==> src/rtl/player_bullet_ctl.sv <==
// player_bullet_ctl
// Launches one tank shell, advances it by SPEED pixels on every frame tick
// (rising edge of vsync), ends it at the screen edge or on a target hit, and
// then waits COOLDOWN_FRAMES ticks before accepting the next fire request.
//
// Ports:
//   clk, rst                  pixel clock, asynchronous active-high reset
//   vsync                     vertical sync; its rising edge is the frame tick
//   fire                      fire request level, sampled every clk
//   tank_dir                  1=up 2=down 3=right 4=left, other codes invalid
//   xpos_tank, ypos_tank      launch position
//   xpos_target, ypos_target  top-left corner of the target hit box
//   xpos_bullet, ypos_bullet  shell position (registered)
//   direction_out             0 when no shell is in flight, else shell type
//   hit_out                   one-clk pulse on a target strike
//   ready_out                 high only while idle
module player_bullet_ctl #(
    parameter int SPEED           = 4,
    parameter int X_MAX           = 799,
    parameter int Y_MAX           = 599,
    parameter int TANK_W          = 40,
    parameter int TANK_H          = 40,
    parameter int COOLDOWN_FRAMES = 30
) (
    input  logic       clk,
    input  logic       rst,
    input  logic       vsync,
    input  logic       fire,
    input  logic [2:0] tank_dir,
    input  logic [9:0] xpos_tank,
    input  logic [9:0] ypos_tank,
    input  logic [9:0] xpos_target,
    input  logic [9:0] ypos_target,
    output logic [9:0] xpos_bullet,
    output logic [9:0] ypos_bullet,
    output logic [2:0] direction_out,
    output logic       hit_out,
    output logic       ready_out
);

    typedef enum logic [1:0] {
        IDLE     = 2'd0,
        FLYING   = 2'd1,
        COOLDOWN = 2'd2
    } state_t;

    localparam int CNT_W = (COOLDOWN_FRAMES > 0) ? $clog2(COOLDOWN_FRAMES + 1) : 1;
    localparam logic [CNT_W-1:0] CNT_LOAD = CNT_W'(COOLDOWN_FRAMES);
    localparam logic [CNT_W-1:0] CNT_ONE  = CNT_W'(1);
    localparam logic [CNT_W-1:0] CNT_ZERO = CNT_W'(0);

    // All position arithmetic is 11 bits wide so edge tests never wrap.
    localparam logic [10:0] SPD11  = 11'(SPEED);
    localparam logic [10:0] XMAX11 = 11'(X_MAX);
    localparam logic [10:0] YMAX11 = 11'(Y_MAX);
    localparam logic [10:0] BOXW11 = 11'(TANK_W - 1);
    localparam logic [10:0] BOXH11 = 11'(TANK_H - 1);

    state_t           state_q;
    logic             vsync_q;
    logic [9:0]       x_q;
    logic [9:0]       y_q;
    logic [2:0]       dir_q;
    logic             hit_q;
    logic             ready_q;
    logic [CNT_W-1:0] cnt_q;

    logic             tick;
    logic             dir_ok;
    logic [10:0]      x_ext;
    logic [10:0]      y_ext;
    logic [10:0]      nx_d;
    logic [10:0]      ny_d;
    logic             oob_d;
    logic             in_box_d;

    assign tick   = vsync & ~vsync_q;
    assign dir_ok = (tank_dir >= 3'd1) && (tank_dir <= 3'd4);
    assign x_ext  = {1'b0, x_q};
    assign y_ext  = {1'b0, y_q};

    // Candidate next position, out-of-bounds test and hit-box test.
    always_comb begin
        nx_d  = x_ext;
        ny_d  = y_ext;
        oob_d = 1'b0;
        case (dir_q)
            3'd1: begin
                if (y_ext < SPD11) begin
                    oob_d = 1'b1;
                end else begin
                    ny_d = y_ext - SPD11;
                end
            end
            3'd2: begin
                ny_d = y_ext + SPD11;
                if (ny_d > YMAX11) begin
                    oob_d = 1'b1;
                end else begin
                    oob_d = 1'b0;
                end
            end
            3'd3: begin
                nx_d = x_ext + SPD11;
                if (nx_d > XMAX11) begin
                    oob_d = 1'b1;
                end else begin
                    oob_d = 1'b0;
                end
            end
            3'd4: begin
                if (x_ext < SPD11) begin
                    oob_d = 1'b1;
                end else begin
                    nx_d = x_ext - SPD11;
                end
            end
            // A corrupted heading ends the flight rather than moving blindly.
            default: oob_d = 1'b1;
        endcase
        in_box_d = (nx_d >= {1'b0, xpos_target}) &&
                   (nx_d <= ({1'b0, xpos_target} + BOXW11)) &&
                   (ny_d >= {1'b0, ypos_target}) &&
                   (ny_d <= ({1'b0, ypos_target} + BOXH11));
    end

    // Shell state machine with registered outputs.
    always_ff @(posedge clk or posedge rst) begin
        if (rst) begin
            state_q <= IDLE;
            vsync_q <= 1'b0;
            x_q     <= 10'd0;
            y_q     <= 10'd0;
            dir_q   <= 3'd0;
            hit_q   <= 1'b0;
            ready_q <= 1'b1;
            cnt_q   <= CNT_ZERO;
        end else begin
            vsync_q <= vsync;
            hit_q   <= 1'b0;
            case (state_q)
                IDLE: begin
                    if (fire && dir_ok) begin
                        x_q     <= xpos_tank;
                        y_q     <= ypos_tank;
                        dir_q   <= tank_dir;
                        ready_q <= 1'b0;
                        state_q <= FLYING;
                    end else begin
                        ready_q <= 1'b1;
                    end
                end
                FLYING: begin
                    if (tick) begin
                        if (oob_d) begin
                            // Position keeps its last legal value.
                            dir_q   <= 3'd0;
                            cnt_q   <= CNT_LOAD;
                            state_q <= COOLDOWN;
                        end else begin
                            x_q <= nx_d[9:0];
                            y_q <= ny_d[9:0];
                            if (in_box_d) begin
                                hit_q   <= 1'b1;
                                dir_q   <= 3'd0;
                                cnt_q   <= CNT_LOAD;
                                state_q <= COOLDOWN;
                            end else begin
                                state_q <= FLYING;
                            end
                        end
                    end else begin
                        state_q <= FLYING;
                    end
                end
                COOLDOWN: begin
                    // A zero load leaves on the first clk after entry; otherwise
                    // the tick that brings the counter to zero releases IDLE.
                    if (cnt_q == CNT_ZERO) begin
                        ready_q <= 1'b1;
                        state_q <= IDLE;
                    end else if (tick) begin
                        cnt_q <= cnt_q - CNT_ONE;
                        if (cnt_q == CNT_ONE) begin
                            ready_q <= 1'b1;
                            state_q <= IDLE;
                        end else begin
                            state_q <= COOLDOWN;
                        end
                    end else begin
                        state_q <= COOLDOWN;
                    end
                end
                default: begin
                    dir_q   <= 3'd0;
                    ready_q <= 1'b1;
                    cnt_q   <= CNT_ZERO;
                    state_q <= IDLE;
                end
            endcase
        end
    end

    assign xpos_bullet   = x_q;
    assign ypos_bullet   = y_q;
    assign direction_out = dir_q;
    assign hit_out       = hit_q;
    assign ready_out     = ready_q;

endmodule

==> config.mk <==
export PLATFORM = sky130hd
export DESIGN_NAME = player_bullet_ctl
export DESIGN_NICKNAME = d
export VERILOG_FILES = /design/src/rtl/player_bullet_ctl.sv
export SDC_FILE = /design/constraint.sdc
export NUM_CORES = 1
export LEC_CHECK = 0
export CORE_ASPECT_RATIO = 1.75
export CORE_UTILIZATION = 59
export DETAILED_ROUTE_END_ITERATION = 12
export HOLD_SLACK_MARGIN = 0.08
export PLACE_DENSITY = 0.87
export SYNTH_ARGS = -nofsm -noshare
export SYNTH_HDL_FRONTEND = slang
export SYNTH_SLANG_ARGS = --single-unit
==> constraint.sdc <==
create_clock -name clk -period 6.2 [get_ports clk]
set_input_delay 1.86 -clock clk [delete_from_list [all_inputs] [get_ports clk]]
set_output_delay 1.86 -clock clk [all_outputs]
set_load 0.01 [all_outputs]
# Word-level counts from Yosys, hierarchy flattened
# Cells that the tools add are included.
# totals
reg_bits,33
memories,0
word_cells,102
out_inout_bits,25
mem_bits_rw,0
rom_bits,0
in_bits,47
latch_bits,0
# classes
reduce_logical,12
shift,0
bitwise_logic,5
n_mul,0
eq_ne,15
add_sub_neg,7
mux,45
n_lt_le_gt_ge,10
div_mod_pow,0
# op_table
cell,count
$mux W10,6
$pmux W11 S2,2
$pmux W10 S2,2
$mux W5,5
$add A10 B3 Y11 const B,2
$add A10 B6 Y11 const B,2
$ge A11 B10 Y1,2
$gt A11 B10 Y1 const B,2
$le A11 B11 Y1,2
$mux W11,2
$sub A10 B3 Y11 const B,2
$lt A10 B3 Y1 const B,2
$pmux W5 S3,1
$mux W2,7
$mux W1,12
$mux W3,4
$ne A2 B2 Y1 const B,5
$ne A3 B3 Y1 const B,3
$pmux W3 S3,1
$reduce_and A4 Y1,2
$eq A3 B2 Y1 const B,2
$pmux W2 S3,1
$eq A5 B1 Y1 const B,1
$logic_and A1 B1 Y1,5
16 further kinds,19

# Longest topological paths before layout
# Gate-level depths: netlist (run 1).
# depth
word_depth,11
depth_mapped,18

# Worst setup path after synthesis (run 1)
# Ideal clock, no wire load.
# synth_timing
kind,in2reg
startpoint,input xpos_target[0]
endpoint,register cnt_q[3]
arrival_ns,4.457
setup_time_ns,0.124
setup_slack_ns,1.619
t_required_ns,6.076
stages,14
cell_sequence,inv_1 > ha_1 > nand2_1 > a31oi_1 > or4_1 > ha_1 > nand4_1 > o32a_1 > o41ai_1 > and4_1 > o21ai_4 > and2_4 > buf_6 > a211o_1
# synth_between
elab_chain_cells,7
word_cells_on_any_way,8
cone_classes,1 x add/sub; 2 x order compare; 1 x eq/ne; 4 x reduce/logical
# synth_rtl
element,line,rtl
start: declaration,32,"input logic [9:0] xpos_target,"
$add A10 B6 Y11,122,"(nx_d <= ({1'b0, xpos_target} + BOXW11)) &&"
$le A11 B11 Y1,122,
$logic_and A1 B1 Y1 *,121,"in_box_d = (nx_d >= {1'b0, xpos_target}) &&"
$logic_and A1 B1 Y1 *,122,
$logic_and A1 B1 Y1 *,123,"(ny_d >= {1'b0, ypos_target}) &&"
$ne A3 B3 Y1 (no source line) *,--,
$reduce_and A5 Y1 (no source line) *,--,
end signal: assignment,183,cnt_q <= cnt_q - CNT_ONE;
end: declaration,66,logic [CNT_W-1:0] cnt_q;
# Every way passes the cells marked *; elsewhere a longest branch is shown, timed or not.
# A chain may end at the register's enable or synchronous reset.

# Worst setup path after layout (run 1)
# layout_timing
startpoint,input xpos_target[0]
endpoint,"register dir_q[0], in the netlist direction_out[0]"
# layout_between
elab_chain_cells,7
word_cells_on_any_way,8
cone_classes,1 x add/sub; 2 x order compare; 1 x eq/ne; 4 x reduce/logical
# layout_rtl
element,line,rtl
$add A10 B6 Y11,122,
$le A11 B11 Y1,122,
$logic_and A1 B1 Y1 *,121,
$logic_and A1 B1 Y1 *,122,
$logic_and A1 B1 Y1 *,123,
$ne A3 B3 Y1 (no source line) *,--,
$reduce_and A4 Y1 (no source line) *,--,
end signal: assignment,146,dir_q <= tank_dir;
end: declaration,63,logic [2:0] dir_q;
# Marks and branches as above.

==> results of run 1 <==
## stage by stage
| step | worst slack (ns) | power, W |
|---|---|---|
| 5_1_grt | 0.9096 | 0.002617 |
| 6_report | 1.105 | 0.002444 |
| 3_3_place_gp | 0.9388 | 0.002079 |
| 4_1_cts | 1.123 | 0.002410 |
| 2_1_floorplan | 1.619 | 0.001631 |
| 3_5_place_dp | 0.8451 | 0.002136 |
## cell families (layout without fill, tap and decap cells)
family / after synthesis / count (layout) / synth area share, %
compound gates: 161 / 161 / 26.47
xor+xnor: 26 / 26 / 5.474
fa+ha+maj: 56 / 56 / 16.84
buf+inv: 67 / 123 / 6.706
flops: 33 / 33 / 19.88
mux: 2 / 2 / 0.4812
simple gates: 191 / 191 / 24.15
## power by group through the flow
stage / Clock [W] / Sequential [W] / Combinational (W)
final: 0.000262 / 0.000511 / 0.00167
after global routing: 0.000273 / 0.000522 / 0.00182
after CTS: 0.000263 / 0.000502 / 0.00165
after detailed placement: 0 / 0.000506 / 0.00163
after global placement: 0 / 0.000501 / 0.00158
after floorplan: 0 / 0.000417 / 0.00121
## area by class of cell
class	instances	area (sq um)
multi-input cells	436	3054
well taps	84	105.1
clock inverters	1	5.005
inverters	41	153.9
repair buffers	74	733.2
clock buffers	7	152.6
flip-flops and latches	33	827.0
fillers	540	1826
## worst max-delay path by stage
stage / from / end / slack [ns] / cells after the start
floorplan: xpos_target[0] / cnt_q[3]$_DFFE_PP0P_ / 1.62 / 14
global placement: xpos_target[0] / direction_out[0]$_DFFE_PP0P_ / 0.94 / 13
detailed placement: xpos_target[0] / direction_out[0]$_DFFE_PP0P_ / 0.85 / 13
CTS: xpos_target[0] / direction_out[0]$_DFFE_PP0P_ / 1.12 / 13
global route: xpos_target[0] / direction_out[0]$_DFFE_PP0P_ / 0.91 / 13
finish: xpos_target[0] / direction_out[0]$_DFFE_PP0P_ / 1.11 / 13
## state kept, by name (all words and copies together), names as in the netlist
register and count:
cnt_q 5, direction_out 3, hit_out 1, ready_out 1, state_q 2, vsync_q 1, xpos_bullet 10, ypos_bullet 10
## cell usage in the layout (no fill, tap or decap), types with 5 or more instances in the layout
cell type | synthesis | routed
nand2b_1 | 6 | 6
ha_1 | 56 | 56
nand4_1 | 10 | 10
a21oi_1 | 33 | 33
nor2_1 | 40 | 40
a211oi_1 | 8 | 8
nand3_1 | 20 | 20
nand2_1 | 51 | 51
xor2_1 | 5 | 5
o22ai_1 | 18 | 18
clkdlybuf4s50_1 | 0 | 71
o21ai_0 | 24 | 24
or4_1 | 5 | 5
a31oi_1 | 7 | 7
inv_1 | 36 | 36
or3_1 | 8 | 8
xnor2_1 | 21 | 21
dfrtp_1 | 32 | 32
o31ai_1 | 7 | 7
o211ai_1 | 5 | 5
nor3_1 | 17 | 17
a22oi_1 | 7 | 7
o21ai_1 | 7 | 7
clkbuf_16 | 0 | 5
## worst min-delay path: cells and delay by family, from the launching register on
family / cells / cell delay, ns
AND/OR/NAND/NOR: 1 / 0.09
flip-flops: 1 / 0.36
AO/OA/AOI/OAI: 1 / 0.05
## layer usage
metal | vias to the layer above | wire length, microns | track usage, %
met5 | - | 0 | 0
met4 | 0 | 461 | 15.65
met3 | 38 | 794 | 3.427
met2 | 228 | 6506 | 61.03
met1 | 2095 | 4577 | 39.14
li1 | 2096 | - | -
==> key figures, run 1 <==
STA
  – Setup_tns: 0 ns
  – Final critical-path share of the clock period: 82.17%
  – Endpoints failing hold: 0
  – Rel. slew slack: 34.96%
  – Hold WS: 0.5078 ns
  – Least-Margin Pin Slew: 0.9681 ns
  – Slew Viols, Final: 0
  – Finish-stage setup viols: 0
  – Minimum clock period after layout: 5.095 ns
  – RSZ-0062 raised after global routing: false
  – Clk_skew: 0.002176 ns
  – FMAX: 196.3 MHz

Pwr
  – Leakage: 2.179 nW
  – Int Pwr: 0.001177 W
  – Clock power share: 10.7%
  – Combinational Power Share: 68.4%
  – Psw: 0.001266 W
  – VDD IR max: 0.3825 mV
  – Sequential share of power: 20.9%
  – Pwr/cell area: 485.7 nW/um^2
  – Switch share: 51.82%

Place
  – RD Place Congestion: 0.9597
  – Placed insts: 668
  – Cell Area, Placed: 4873 sq um
  – Port-buffer cells: 71
  – Post-DP HPWL: 9532 microns

Synth
  – Synth top area cells: dfrtp_1, ha_1, nand2_1, xnor2_1, a21oi_1
  – Sequential cell area fraction in the yosys report: 19.88%
  – Post-Syn Instances: 536
  – Most frequent cell after synthesis: ha_1
  – Top cell type's share of synthesized area: 19.25%
  – Netlist cell types: 78
  – #FFs+latches synth: 33
  – Warnings, synthesis: 0
  – Most frequent cells after synthesis: ha_1, nand2_1, nor2_1
  – Mapped Avg Cell Area: 7.762 sq um
  – Synth async-reset ratio: 100.0%
  – Syn nets: 639
  – Post-synth EDFFs: 0
  – Post-synth top area cell: dfrtp_1
  – Post-Syn Area: 4160 sq um
  – Synth Flop Type: dfrtp_1

Clocking
  – Worst-Skew Late Latency: 0.28 ns
  – Total CTS buffers: 5
  – H-tree depth: 2
  – # resized after CTS: 0
  – Post CTS Setup Buffer Count: 0
  – CTS Buffer Depth: 2
  – Clock Sinks: 33
  – CTS tree: done
  – CTS Hold Buffers Added: 0
  – Clock-pin slew on the worst setup and hold paths: 0.05 ns
  – Root Driver: clkbuf_16

Critical path
  – Critical path's largest stage delay: 0.51 ns
  – Worst path cell trace: clkdlybuf4s50_1, inv_1, ha_1, nand2_1, a31oi_1, or4_1, ha_1, a22o_1, o41ai_1, and4_1, o21ai_4, a211oi_1, o22ai_1
  – Maximum fanout along the worst path: 7
  – R2r endpoint: cnt_q[4]$_DFFE_PP0P_
  – Crit-path slowest cell: or4_1
  – Reg2reg setup slack: 1.71 ns
  – Reg2reg start: direction_out[0]$_DFFE_PP0P_
  – Setup CP Type: in2reg
  – CP startpoint kind: input pin
  – CP Data Arrival Time: 5.24 ns
  – Data required, critical path: 6.34 ns
  – Most used cell, CP: ha_1
  – CP delay by family, top: compound AO/OA/AOI/OAI gates
  – Crit path capture type: register
  – R2R cell count: 14
  – Number of buffer and inverter stages on the critical path: 2

GRT
  – First-pass GRT wire length: 19470 microns
  – Vias in the first global route: 4124
  – GRT overflow: 0
  – Overall Global Routing Usage: 33.96%
  – Largest net degree at the start of global routing: 34
  – Antenna violations before repair: 0

Floorplan
  – Row Count: 40
  – Die height: 113.1 microns
  – Area of the core: 6857 sq um
  – IO Pins: 72
  – Initial Utilization: 60.68%
  – Die width: 65.48 microns
  – Die ar.: 7404 sq um

Drt
  – Vias per cell: 6.593
  – DRC viols: 0
  – Initial DRC count: 543
  – DR WL/cell: 18.25 microns
  – Antenna-violating nets left: 0
  – DR pass1 iterations: 5
  – Final WL: 12340 microns
  – Via count: 4457

Finish
  – Fin cells: 676
  – Fin nets: 694
  – Area Growth Syn to Fin: 20.93%
  – Post-layout util: 73.38%
  – Fraction of layout cells with a size suffix above 1: 5.574%
  – Design area: 5031 sq um
  – Diodes inserted: 0

Outcome
  – Status: finished, final reports clean

Worst hold path
  – Hold WC Path Type: reg2reg
  – Min-delay src: ready_out$_DFFE_PP1P_
  – Hold Path Cell Cnt: 2
  – Hold EP: ready_out$_DFFE_PP1P_

Flow run
  – Max_cap viols: 0
Note: power is estimated with default switching activity, not from simulation.
==> run 2, diff against run 1 <==
--- a/config.mk
+++ b/config.mk
@@ -6,10 +6,10 @@
 export NUM_CORES = 1
 export LEC_CHECK = 0
 export CORE_ASPECT_RATIO = 1.75
-export CORE_UTILIZATION = 59
+export CORE_UTILIZATION = 50
 export DETAILED_ROUTE_END_ITERATION = 12
 export HOLD_SLACK_MARGIN = 0.08
-export PLACE_DENSITY = 0.87
+export PLACE_DENSITY = 0.78
 export SYNTH_ARGS = -nofsm -noshare
 export SYNTH_HDL_FRONTEND = slang
 export SYNTH_SLANG_ARGS = --single-unit
==> constraint.sdc (replaced) <==
create_clock -name clk -period 4.1 [get_ports clk]
set_input_delay 1.23 -clock clk [delete_from_list [all_inputs] [get_ports clk]]
set_output_delay 1.23 -clock clk [all_outputs]
set_load 0.01 [all_outputs]
==> key figures, run 2 (synthesis results as in run 1) <==
STA
  – Minimum clock period after layout: 4.029 ns
  – Endpoints failing hold: 0
  – Final critical-path share of the clock period: 98.28%
  – FMAX: 248.2 MHz
  – Rel. slew slack: 53.07%
  – Clk_skew: 0.008712 ns
  – Least-Margin Pin Slew: 0.7019 ns
  – Finish-stage setup viols: 0
  – Slew Viols, Final: 0

Finish
  – Area Growth Syn to Fin: 36.51%
  – Fraction of layout cells with a size suffix above 1: 19.30%
  – Commonest non-fill, non-tap cell in the layout: buf_4
  – Diodes inserted: 0
  – Most frequent cells in the layout: buf_4, clkdlybuf4s50_1, ha_1
  – Fin nets: 760
  – Design area: 5679 sq um

Drt
  – Via count: 4670
  – DR pass1 iterations: 11
  – Final WL: 14160 microns
  – DRC viols: 4
  – Antenna-violating nets left: 0
  – Initial DRC count: 334
  – Vias per cell: 6.243
  – DR WL/cell: 18.93 microns

Critical path
  – CP startpoint kind: input pin
  – Maximum fanout along the worst path: 7
  – Crit-path slowest cell: o41ai_2
  – Data required, critical path: 4.26 ns
  – Critical path's largest stage delay: 0.37 ns
  – Most used cell, CP: buf_4
  – R2R cell count: 14
  – CP delay by family, top: compound AO/OA/AOI/OAI gates
  – Crit path capture type: register
  – R2r endpoint: cnt_q[4]$_DFFE_PP0P_
  – Reg2reg setup slack: 0.15 ns
  – Setup CP Type: in2reg
  – Number of buffer and inverter stages on the critical path: 3
  – Worst path cell trace: clkdlybuf4s15_1, buf_4, nor3_2, or3_4, xnor2_1, ha_1, o21a_1, o211ai_1, a31oi_1, o41ai_2, and4_4, o21ai_4, a211oi_2, buf_4, o22ai_1
  – Reg2reg start: ypos_bullet[3]$_DFFE_PP0P_
  – CP Data Arrival Time: 4.19 ns

Floorplan
  – Die ar.: 8704 sq um
  – Die height: 122.7 microns
  – Initial Utilization: 51.90%
  – Die width: 70.96 microns
  – Row Count: 43
  – IO Pins: 72
  – Area of the core: 8016 sq um

Pwr
  – Pwr/cell area: 722.0 nW/um^2
  – VDD IR max: 0.4702 mV
  – Power, Total: 0.004101 W
  – Leakage: 2.581 nW

GRT
  – Antenna violations before repair: 0
  – Largest net degree at the start of global routing: 34
  – First-pass GRT wire length: 21890 microns
  – Vias in the first global route: 4498
  – GRT overflow: 0
  – Overall Global Routing Usage: 32.37%

Place
  – Cell Area, Placed: 5339 sq um
  – Port-buffer cells: 71
  – Post-DP HPWL: 10970 microns
  – RD Place Congestion: 0.9784

Clocking
  – CTS tree: done
  – Clock-pin slew on the worst setup and hold paths: 0.06 ns
  – Root Driver: clkbuf_16
  – Total CTS buffers: 5
  – CTS Buffer Depth: 2
  – H-tree depth: 2
  – Clock Sinks: 33
  – Worst-Skew Late Latency: 0.28 ns

Flow run
  – Max_cap viols: 0

Worst hold path
  – Min-delay src: ready_out$_DFFE_PP1P_
  – Hold WC Path Type: reg2reg
  – Hold Path Cell Cnt: 2
  – Hold EP: ready_out$_DFFE_PP1P_

Outcome
  – Status: finished with violations
  – Failing checks: design-rule violations
-- run 2: changes by cell type in the layout (fill, tap and decap cells not counted), sizes merged --
cell           previous run  this run
dlygate4sd2               0         1
clkbuf                    7         6
buf                       3        69
dlymetal6s2s              0         7
clkinv                    2         3
clkdlybuf4s50            71        61
clkinvlp                  0         1
clkdlybuf4s15             0         1
-- run 2: power breakdown --
part,switching [W],leakage [nW],internal (W)
clock,0.000151,0.0696,0.000223
combinational,0.00175,2.11,0.00134
sequential,0.000170,0.399,0.000462
total,0.00207,2.58,0.00203
-- run 2: how the worst max path moves through the flow --
stage	start	end	slack (ns)	cells after the start
CTS	xpos_target[2]	cnt_q[3]$_DFFE_PP0P_	0.01	13
detailed placement	xpos_target[0]	direction_out[0]$_DFFE_PP0P_	-0.54	14
global placement	xpos_target[0]	cnt_q[3]$_DFFE_PP0P_	-0.43	13
global route	xpos_target[0]	direction_out[1]$_DFFE_PP0P_	-0.05	15
finish	xpos_target[0]	direction_out[1]$_DFFE_PP0P_	0.07	15
floorplan	xpos_target[0]	cnt_q[3]$_DFFE_PP0P_	0.15	14
-- run 2: timing repair --
item | in CTS | in global routing
hold endpoints to repair | 0 | 0
gates resized for setup | 14 | 32
hold buffers | 0 | 0
buffers inserted | 1 | 4
pin swaps | 7 | 19
gates cloned | 0 | 0
endpoints found under the setup margin | 9 | 9
-- run 2: layout make-up --
type / count / area, sq um
clock buffers: 5 / 125.1
flip-flops and latches: 33 / 827.0
repair buffers: 140 / 1244
clock inverters: 3 / 17.52
well taps: 90 / 112.6
inverters: 41 / 153.9
fillers: 666 / 2337
multi-input cells: 436 / 3199
-- run 2: metrics by stage --
stage / hold WS, ns / std cells / setup WS, ns / setup TNS, ns / util, %
4_1_cts: 0.5008 / 744 / 0.01364 / 0 / 69.00
5_1_grt: 0.5203 / 748 / -0.05369 / -0.1785 / 70.84
3_3_place_gp: 0.4940 / 735 / -0.4267 / -3.736 / 66.60
6_report: 0.4979 / 748 / 0.07057 / 0 / 70.84
3_5_place_dp: 0.4972 / 735 / -0.5406 / -4.834 / 66.60
2_1_floorplan: 0.5059 / 536 / 0.1490 / 0 / -
-- run 2: worst register-to-register path, cell delays in order (launching register included) --
cell      delay (ns)
dfrtp_1         0.48
or2_0           0.29
or4_4           0.48
o21a_1          0.24
a221oi_1        0.25
a21oi_1         0.13
ha_1            0.33
nand3_1         0.12
o21bai_1        0.20
a211oi_2        0.27
o221ai_2        0.12
and4_4          0.20
o21ai_4         0.27
nor3_2          0.11
a311o_1         0.33
-- run 2: routing by layer --
metal	part of all wire (%)	vias to the layer above	track usage (%)
met3	4.0	52	3.448
met1	37	2229	34.68
met5	0	-	0
li1	-	2227	-
met4	4.7	0	15.50
met2	54	162	62.08
==> run 3, diff against run 2 <==
--- a/config.mk
+++ b/config.mk
@@ -6,10 +6,10 @@
 export NUM_CORES = 1
 export LEC_CHECK = 0
 export CORE_ASPECT_RATIO = 1.75
-export CORE_UTILIZATION = 50
+export CORE_UTILIZATION = 59
 export DETAILED_ROUTE_END_ITERATION = 12
 export HOLD_SLACK_MARGIN = 0.08
-export PLACE_DENSITY = 0.78
+export PLACE_DENSITY = 0.87
 export SYNTH_ARGS = -nofsm -noshare
 export SYNTH_HDL_FRONTEND = slang
 export SYNTH_SLANG_ARGS = --single-unit
==> constraint.sdc (replaced) <==
create_clock -name clk -period 4.85 [get_ports clk]
set_input_delay 1.455 -clock clk [delete_from_list [all_inputs] [get_ports clk]]
set_output_delay 1.455 -clock clk [all_outputs]
set_load 0.01 [all_outputs]
==> key figures, run 3 (synthesis results as in run 1) <==
Critical path
  – Reg2reg start: direction_out[0]$_DFFE_PP0P_
  – R2r endpoint: cnt_q[4]$_DFFE_PP0P_
  – Reg2reg setup slack: 0.48 ns
  – Crit-path slowest cell: clkdlybuf4s50_1
  – R2R cell count: 13
  – CP startpoint kind: input pin
  – Setup CP Type: in2reg
  – Data required, critical path: 5.00 ns
  – CP Data Arrival Time: 4.82 ns
  – Maximum fanout along the worst path: 7
  – Critical path origin: xpos_target[1]
  – Most used cell, CP: ha_1
  – Crit path capture type: register
  – Critical path's largest stage delay: 0.48 ns
  – Worst path cell trace: clkdlybuf4s50_1, inv_1, ha_1, nand2_1, a31oi_1, or4_1, ha_1, nand4_1, o32a_1, o41ai_1, and4_1, o21ai_4, a211oi_1, o22ai_1

GRT
  – Vias in the first global route: 4365
  – Largest net degree at the start of global routing: 34
  – Antenna violations before repair: 0
  – First-pass GRT wire length: 20560 microns
  – Overall Global Routing Usage: 35.77%
  – GRT overflow: 0

Finish
  – Commonest non-fill, non-tap cell in the layout: clkdlybuf4s50_1
  – Most frequent cells in the layout: clkdlybuf4s50_1, ha_1, nand2_1
  – Fraction of layout cells with a size suffix above 1: 6.030%
  – Fin nets: 699
  – Area Growth Syn to Fin: 21.35%
  – Design area: 5049 sq um
  – Diodes inserted: 0
  – Fill count: 555

Drt
  – Vias per cell: 6.717
  – DR WL/cell: 18.84 microns
  – Final WL: 12830 microns
  – Antenna-violating nets left: 0
  – Initial DRC count: 495
  – DRC viols: 0
  – DR pass1 iterations: 6
  – Via count: 4574

STA
  – Endpoints failing hold: 0
  – RSZ-0062 raised after global routing: false
  – FMAX: 213.8 MHz
  – Least-Margin Pin Slew: 0.7894 ns
  – Final critical-path share of the clock period: 96.44%
  – Finish-stage setup viols: 0
  – Rel. slew slack: 47.18%
  – Minimum clock period after layout: 4.678 ns
  – Slew Viols, Final: 0
  – Clk_skew: 0.006870 ns

Clocking
  – CTS Buffer Depth: 2
  – # resized after CTS: 0
  – CTS tree: done
  – Worst-Skew Late Latency: 0.28 ns
  – Root Driver: clkbuf_16
  – Post CTS Setup Buffer Count: 0
  – Total CTS buffers: 5
  – Clock Sinks: 33
  – CTS Hold Buffers Added: 0
  – H-tree depth: 2
  – Clock-pin slew on the worst setup and hold paths: 0.05 ns

Floorplan
  – Die width: 65.48 microns
  – Die ar.: 7404 sq um
  – IO Pins: 72
  – Initial Utilization: 60.68%
  – Die height: 113.1 microns
  – Row Count: 40
  – Area of the core: 6857 sq um

Worst hold path
  – Hold WC Path Type: reg2reg
  – Min-delay src: ready_out$_DFFE_PP1P_
  – Hold Path Cell Cnt: 2
  – Hold EP: ready_out$_DFFE_PP1P_

Outcome
  – Status: finished, final reports clean

Pwr
  – VDD IR max: 0.4742 mV
  – Power, Total: 0.003132 W
  – Pwr/cell area: 620.4 nW/um^2
  – Leakage: 2.191 nW

Place
  – Cell Area, Placed: 4911 sq um
  – RD Place Congestion: 0.9745
  – Post-DP HPWL: 9867 microns
  – Port-buffer cells: 71

Flow run
  – Max_cap viols: 0
-- run 3: cell count changes in the layout (fill, tap and decap cells not counted), moves of 3 or more --
cell	before	now
nor3_1	14	17
nor3_2	6	3
nand2_2	4	0
buf_4	68	8
clkdlybuf4s50_1	61	71
dlymetal6s2s_1	7	0
ha_1	53	56
a211oi_2	4	0
nand2_1	46	51
a211oi_1	4	8
-- run 3: worst max-delay path, delay by kind of cell --
kind | cells | cell delay [ns]
AND/OR/NAND/NOR | 4 | 1.06
AO/OA/AOI/OAI | 6 | 1.20
buffers and inverters | 2 | 0.55
adder cells (fa/ha/maj) | 2 | 0.55
-- run 3: area by class of cell --
cell class,count,area (sq um),area share [%]
Timing Repair Buffer,79,770.7,15.27
Tap cell,84,105.1,2.082
Clock buffer,7,132.6,2.627
Inverter,41,153.9,3.048
Clock inverter,1,5.005,0.09913
Sequential cell,33,827.0,16.38
Multi-Input combinational cell,436,3054,60.50
-- run 3: power breakdown --
part | leakage, nW | internal [W] | total (W) | switching [W]
registers | 0.399 | 0.000389 | 0.000654 | 0.000265
clock network | 0.0679 | 0.000190 | 0.000305 | 0.000115
logic | 1.72 | 0.000913 | 0.00217 | 0.00126
total | 2.19 | 0.00149 | 0.00313 | 0.00164
-- run 3: routing by layer --
layer	up-vias	track usage [%]	part of all wire, %
met5	-	0	0
met4	0	22.03	5.9
met3	75	4.637	6.7
met2	267	62.89	51
met1	2118	39.44	36
li1	2114	-	-
-- run 3: stage by stage --
| step | setup TNS (ns) | std cells | utilization [%] | worst slack, ns | hold WS, ns |
|---|---|---|---|---|---|
| 6_report | 0 | 681 | 73.63 | 0.1725 | 0.5020 |
| 5_1_grt | 0 | 681 | 73.63 | 0.04505 | 0.5154 |
| 4_1_cts | 0 | 681 | 73.63 | 0.2231 | 0.4988 |
| 3_5_place_dp | -0.2421 | 673 | 71.62 | -0.09859 | 0.4912 |
| 3_3_place_gp | 0 | 673 | 71.62 | 0.03708 | 0.4899 |
| 2_1_floorplan | 0 | 536 | - | 0.6740 | 0.5059 |
-- run 3: worst max path at each step --
stage          cells past startpoint                      endpoint  slack (ns)
6_report                          14  direction_out[2]$_DFFE_PP0P_        0.17
3_5_place_dp                      14  direction_out[0]$_DFFE_PP0P_        -0.1
4_1_cts                           14  direction_out[2]$_DFFE_PP0P_        0.22
3_3_place_gp                      13  direction_out[0]$_DFFE_PP0P_        0.04
5_1_grt                           14  direction_out[0]$_DFFE_PP0P_        0.05
2_1_floorplan                     14          cnt_q[3]$_DFFE_PP0P_        0.67
